### src/rtl/irq_pending_latch.sv
// irq_pending_latch
//   Request-capture stage feeding a 4-to-2 priority encoder. Each of the four
//   request lines is edge-detected, latched into a sticky pending bit and
//   masked onto the encoder input. The encoder result comes back as the
//   acknowledge index and clears the serviced bit. Overruns (an edge on a line
//   that is still pending) are flagged per line.
//
//   Build option: define IRQ_SYNC_EN to insert a 2-flop synchronizer on req
//   (fully asynchronous req, 3-edge set latency). Without it, req must be
//   synchronous to clk and pending sets on the first edge req is seen high.
//
//   Ports:
//     clk      in   rising-edge clock
//     rst      in   asynchronous active-high reset
//     req      in   [3:0] request lines, rising edge requests service
//     mask_we  in   load mask_d into the mask register
//     mask_d   in   [3:0] new mask value (1 = line masked)
//     ack      in   single-cycle acknowledge
//     ack_idx  in   [1:0] index of the serviced line (encoder Y)
//     ovf_clr  in   clear all overrun flags
//     I        out  [3:0] pending & ~mask, encoder input
//     irq      out  |I
//     pending  out  [3:0] raw pending register
//     ovf      out  [3:0] sticky overrun flags
module irq_pending_latch #(
  parameter logic [3:0] MASK_RST = 4'b0000
) (
  input  logic       clk,
  input  logic       rst,
  input  logic [3:0] req,
  input  logic       mask_we,
  input  logic [3:0] mask_d,
  input  logic       ack,
  input  logic [1:0] ack_idx,
  input  logic       ovf_clr,
  output logic [3:0] I,
  output logic       irq,
  output logic [3:0] pending,
  output logic [3:0] ovf
);

  logic [3:0] d_q;
  logic [3:0] d_d;
  logic [3:0] pending_q;
  logic [3:0] pending_d;
  logic [3:0] ovf_q;
  logic [3:0] ovf_d;
  logic [3:0] mask_reg_q;
  logic [3:0] mask_reg_d;
  logic [3:0] seen_s;
  logic [3:0] req_edge_s;
  logic [3:0] ack_dec_s;
  logic [3:0] clr_s;
  logic       irq_s;

`ifdef IRQ_SYNC_EN
  logic [3:0] s1_q;
  logic [3:0] s1_d;
  logic [3:0] s2_q;
  logic [3:0] s2_d;

  // Synchronizer next-state: req -> s1 -> s2.
  always_comb begin
    s1_d = req;
    s2_d = s1_q;
  end

  // Synchronizer flops, cleared by reset so in-flight requests are dropped.
  always_ff @(posedge clk or posedge rst) begin
    if (rst) begin
      s1_q <= 4'b0000;
      s2_q <= 4'b0000;
    end else begin
      s1_q <= s1_d;
      s2_q <= s2_d;
    end
  end

  assign seen_s = s2_q;
`else
  assign seen_s = req;
`endif

  // Acknowledge index decode to a one-hot clear vector.
  always_comb begin
    ack_dec_s = 4'b0000;
    case (ack_idx)
      2'd0:    ack_dec_s = 4'b0001;
      2'd1:    ack_dec_s = 4'b0010;
      2'd2:    ack_dec_s = 4'b0100;
      2'd3:    ack_dec_s = 4'b1000;
      default: ack_dec_s = 4'b0000;
    endcase
  end

  assign irq_s = |(pending_q & ~mask_reg_q);

  // Next-state for edge delay, pending, overrun and mask registers.
  always_comb begin
    d_d        = seen_s;
    req_edge_s = seen_s & ~d_q;
    // An ack only counts while irq is raised; it may then clear a masked bit.
    if (ack && irq_s) begin
      clr_s = ack_dec_s;
    end else begin
      clr_s = 4'b0000;
    end
    // Set wins over a coincident clear.
    pending_d = (pending_q & ~clr_s) | req_edge_s;
    // A new edge on a still-pending, un-acked line is an overrun; set beats clear.
    if (ovf_clr) begin
      ovf_d = req_edge_s & pending_q & ~clr_s;
    end else begin
      ovf_d = ovf_q | (req_edge_s & pending_q & ~clr_s);
    end
    if (mask_we) begin
      mask_reg_d = mask_d;
    end else begin
      mask_reg_d = mask_reg_q;
    end
  end

  // State registers with asynchronous reset.
  always_ff @(posedge clk or posedge rst) begin
    if (rst) begin
      d_q        <= 4'b0000;
      pending_q  <= 4'b0000;
      ovf_q      <= 4'b0000;
      mask_reg_q <= MASK_RST;
    end else begin
      d_q        <= d_d;
      pending_q  <= pending_d;
      ovf_q      <= ovf_d;
      mask_reg_q <= mask_reg_d;
    end
  end

  // Outputs depend on registers only.
  assign I       = pending_q & ~mask_reg_q;
  assign irq     = irq_s;
  assign pending = pending_q;
  assign ovf     = ovf_q;

endmodule

### config.mk
export PLATFORM = sky130hd
export DESIGN_NAME = irq_pending_latch
export DESIGN_NICKNAME = d
export VERILOG_FILES = /design/src/rtl/irq_pending_latch.sv
export SDC_FILE = /design/constraint.sdc
export NUM_CORES = 1
export LEC_CHECK = 0
export CORE_MARGIN = 10
export CORE_UTILIZATION = 44
export CTS_CLUSTER_SIZE = 20
export DETAILED_ROUTE_END_ITERATION = 10
export PLACE_DENSITY = 0.9
export SKIP_CTS_REPAIR_TIMING = 1
export SYNTH_ARGS = -nofsm -noshare
export SYNTH_HDL_FRONTEND = slang
export SYNTH_SLANG_ARGS = --single-unit
### constraint.sdc
create_clock -name clk -period 2.7 [get_ports clk]
set_input_delay 0.54 -clock clk [delete_from_list [all_inputs] [get_ports clk]]
set_output_delay 0.54 -clock clk [all_outputs]
set_load 0.005 [all_outputs]
==> metrics.txt <==
total number of H-tree levels 1; share of the synthesized area in the top cell type ~58%; total chip power 0.6030 mW; Arrival @ worst endpoint roughly 1500 ps; Worst Path Required roughly 2200 ps; Port Buffers 27; fin util ~68%; Finished Layout Cells roughly 110; endpoint of the worst hold path mask_reg_q[1]$_DFFE_PP0P_; layout-stage area growth over the synthesis result 46.94%; routability congestion estimate from global placement 0.7789; largest stage delay on the critical path 500 ps; post-synthesis area per instance about 11 um^2; area share of xor/xnor cells in the synthesized design 0%; share of total power in sequential cells 48.0%; DRT Wirelength 1782 um; Detailed Place HPWL roughly 1400 um; top cells by area in the synthesized netlist sky130_fd_sc_hd__dfrtp_1, sky130_fd_sc_hd__mux2_2, sky130_fd_sc_hd__a32oi_1; setup tns final 0 ps; setup repair after global routing missed its margin no; Logic pwr share about a quarter; via count 599; WS Path Type flop to output port; final worst path period need 2032 ps; flop2flop setup slack between 1500 and 2000 ps; Reg2Reg Capture Point pending[3]$_DFF_PP0_; Worst setup SP type flop; Final Hold Fails 0; Hold Crit Depth 1; wire length per cell between 15 and 20 um; fraction of the mapped netlist area in compound gates between 10% and 20%; Vias/cell around 5.4; number of routed nets with antenna violations 0; CTS root buf sky130_fd_sc_hd__clkbuf_4; Unique masters post-synth 15; largest net degree at the start of global routing 17; number of fill cells in the layout 113; combinational family with the most area after synthesis compound AO/OA/AOI/OAI gates; Finished Cell Area about 1000 um^2; maximum vdd drop between 0.4 and 0.5 mV; overflow left after global routing 0; num ports 28; placed cell count ~110; die height around 60 um; largest buffer count on any clock path 2; Synth async-reset ratio between 90% and 100%; number of cell rows 14; most frequently used flop master after synthesis sky130_fd_sc_hd__dfrtp_1; crit path launch mask_reg_q[2]$_DFFE_PP0P_; TritonCTS clock tree done; period utilization 75.27%; cell area after placement between 900 and 1000 um^2; worst path cell trace nand2b_1 -> nand4_1 -> clkdlybuf4s50_1; DRC marker count from the first detailed-route iteration 30; Post-synth top cells sky130_fd_sc_hd__dfrtp_1, sky130_fd_sc_hd__inv_1, sky130_fd_sc_hd__nor2_1; total global-route track usage approximately a tenth; area of the die about 3600 um^2; post-synthesis mux area share under 10%; Clk pin slew, worst setup/hold paths 90 ps; Setup crit end kind output port; design internal power 0.4435 mW; number of synthesized flops with an enable pin 0; CP Buf/Inv Count 1; headroom to the max-slew limit roughly three fifths; die extent in x 59.76 um; Layout Nets 111; status finished, final reports clean; Gate Count Post-Synth 64; cts bufs inserted 3; core box area ~1500 um^2; max-capacitance violation count 0; worst slack after detailed placement a little under 1000 ps; power density over the cells ~590 nW/um^2; cell with the most instances after synthesis sky130_fd_sc_hd__dfrtp_1; Crit Path Max Fanout 4; worst setup slack after layout ~670 ps; DR DRC count 0; share of synthesized cell area in and, or, nand and nor gates between 10% and 20%; vias in the first global route 583; Worst-Skew Late Latency a little under 300 ps; Worst Min Path Start mask_reg_q[1]$_DFFE_PP0P_; reg-to-reg critical path startpoint mask_reg_q[3]$_DFFE_PP0P_; effective utilization at floorplan between 40% and 50%; wire length of the first global-routing pass 2780 um; sink count of the clock tree 16; share of total power consumed by net switching between 20% and 30%; fraction of the mapped netlist area in adder cells 0%; crit-path leading delay family buffers and inverters; number of diodes added for antenna fixing 0; setup violation total in the final timing report 0; max-slew violations 0; post-synth top area cell sky130_fd_sc_hd__dfrtp_1; number of cells traversed by the worst register-to-register path 3; antenna violations before repair 0; sequential-to-total area share from yosys stat between 50% and 60%; total net switching power roughly 0.16 mW; netlist area before placement a little under 700 um^2; Post-Syn Nets 79; actual slew at the worst max-slew pin between 500 and 600 ps; post-synthesis register bit count 16; static leakage power 0.4384 nW; number of iterations in the first detailed-routing pass 4; Hold Crit Class flop to flop; relative contribution of the clock network to total power 26.2%; worst-case hold slack between 500 and 600 ps; highest clock frequency the design can meet 492.0 MHz; worst-case clock skew around 2.7 ps; Slowest-stage cell, CP sky130_fd_sc_hd__clkdlybuf4s50_1; Yosys Warn Count 0; layout cell share with drive strength beyond 1 around 12%
## worst max-delay path by stage
stage                     slack, ps  cells past startpoint   to
final                           670                      3  irq
after global routing            560                      3  irq
after CTS                       650                      3  irq
after detailed placement        970                      3  irq
after global placement          980                      3  irq
after floorplan                1480                      2  irq
## flip-flops by register name (all words and copies together), names as in the netlist
name        cells
d_q             4
mask_reg_q      4
ovf             4
pending         4
## worst register-to-register path, stage by stage (launching register included)
cell	delay (ps)
sky130_fd_sc_hd__dfrtp_1	380
sky130_fd_sc_hd__nand2b_2	210
sky130_fd_sc_hd__a41oi_2	310
sky130_fd_sc_hd__a31oi_1	130
## layout make-up
type / count / area (um^2) / share of cell area [%]
Sequential cell: 16 / 400.4 / 39.17
Clock buffer: 4 / 36.28 / 3.550
Multi-Input combinational cell: 39 / 261.5 / 25.58
Tap cell: 16 / 20.02 / 1.958
Timing Repair Buffer: 27 / 270.3 / 26.44
Inverter: 9 / 33.78 / 3.305
## power groups by stage
| stage | Clock, mW | Sequential, mW | Combinational (mW) |
|---|---|---|---|
| 3_3_place_gp | 0 | 0.291 | 0.153 |
| 2_1_floorplan | 0 | 0.291 | 0.0592 |
| 3_5_place_dp | 0 | 0.294 | 0.158 |
| 4_1_cts | 0.160 | 0.289 | 0.158 |
| 6_report | 0.158 | 0.289 | 0.155 |
| 5_1_grt | 0.171 | 0.293 | 0.169 |
## routing by layer
layer | global-route usage [%] | wire length (um) | up-vias
li1 | - | - | 280
met1 | 11.70 | 679 | 271
met2 | 16.03 | 863 | 42
met3 | 2.966 | 190 | 6
met4 | 5.769 | 48 | 0
met5 | 0 | 0 | -
## cell usage in the layout, fill, tap and decap left out, types with 2 or more instances in the layout
| master | Yosys | layout |
|---|---|---|
| sky130_fd_sc_hd__a21oi_1 | 2 | 2 |
| sky130_fd_sc_hd__a31oi_1 | 2 | 2 |
| sky130_fd_sc_hd__a32oi_1 | 4 | 4 |
| sky130_fd_sc_hd__a41oi_2 | 2 | 2 |
| sky130_fd_sc_hd__clkbuf_4 | 0 | 3 |
| sky130_fd_sc_hd__clkdlybuf4s50_1 | 0 | 27 |
| sky130_fd_sc_hd__dfrtp_1 | 16 | 16 |
| sky130_fd_sc_hd__inv_1 | 9 | 9 |
| sky130_fd_sc_hd__mux2_2 | 4 | 4 |
| sky130_fd_sc_hd__nand2_1 | 5 | 5 |
| sky130_fd_sc_hd__nand2b_1 | 4 | 4 |
| sky130_fd_sc_hd__nor2_1 | 6 | 6 |
| sky130_fd_sc_hd__nor2b_1 | 4 | 4 |
| sky130_fd_sc_hd__o21ai_1 | 3 | 3 |
## cells by family after synthesis
family	after synthesis
and+or+nand+nor	21
AOI/OAI and AO/OA	14
DFF	16
buffers and inverters	9
muxes	4
No activity file was read; power rests on OpenSTA's default activity.
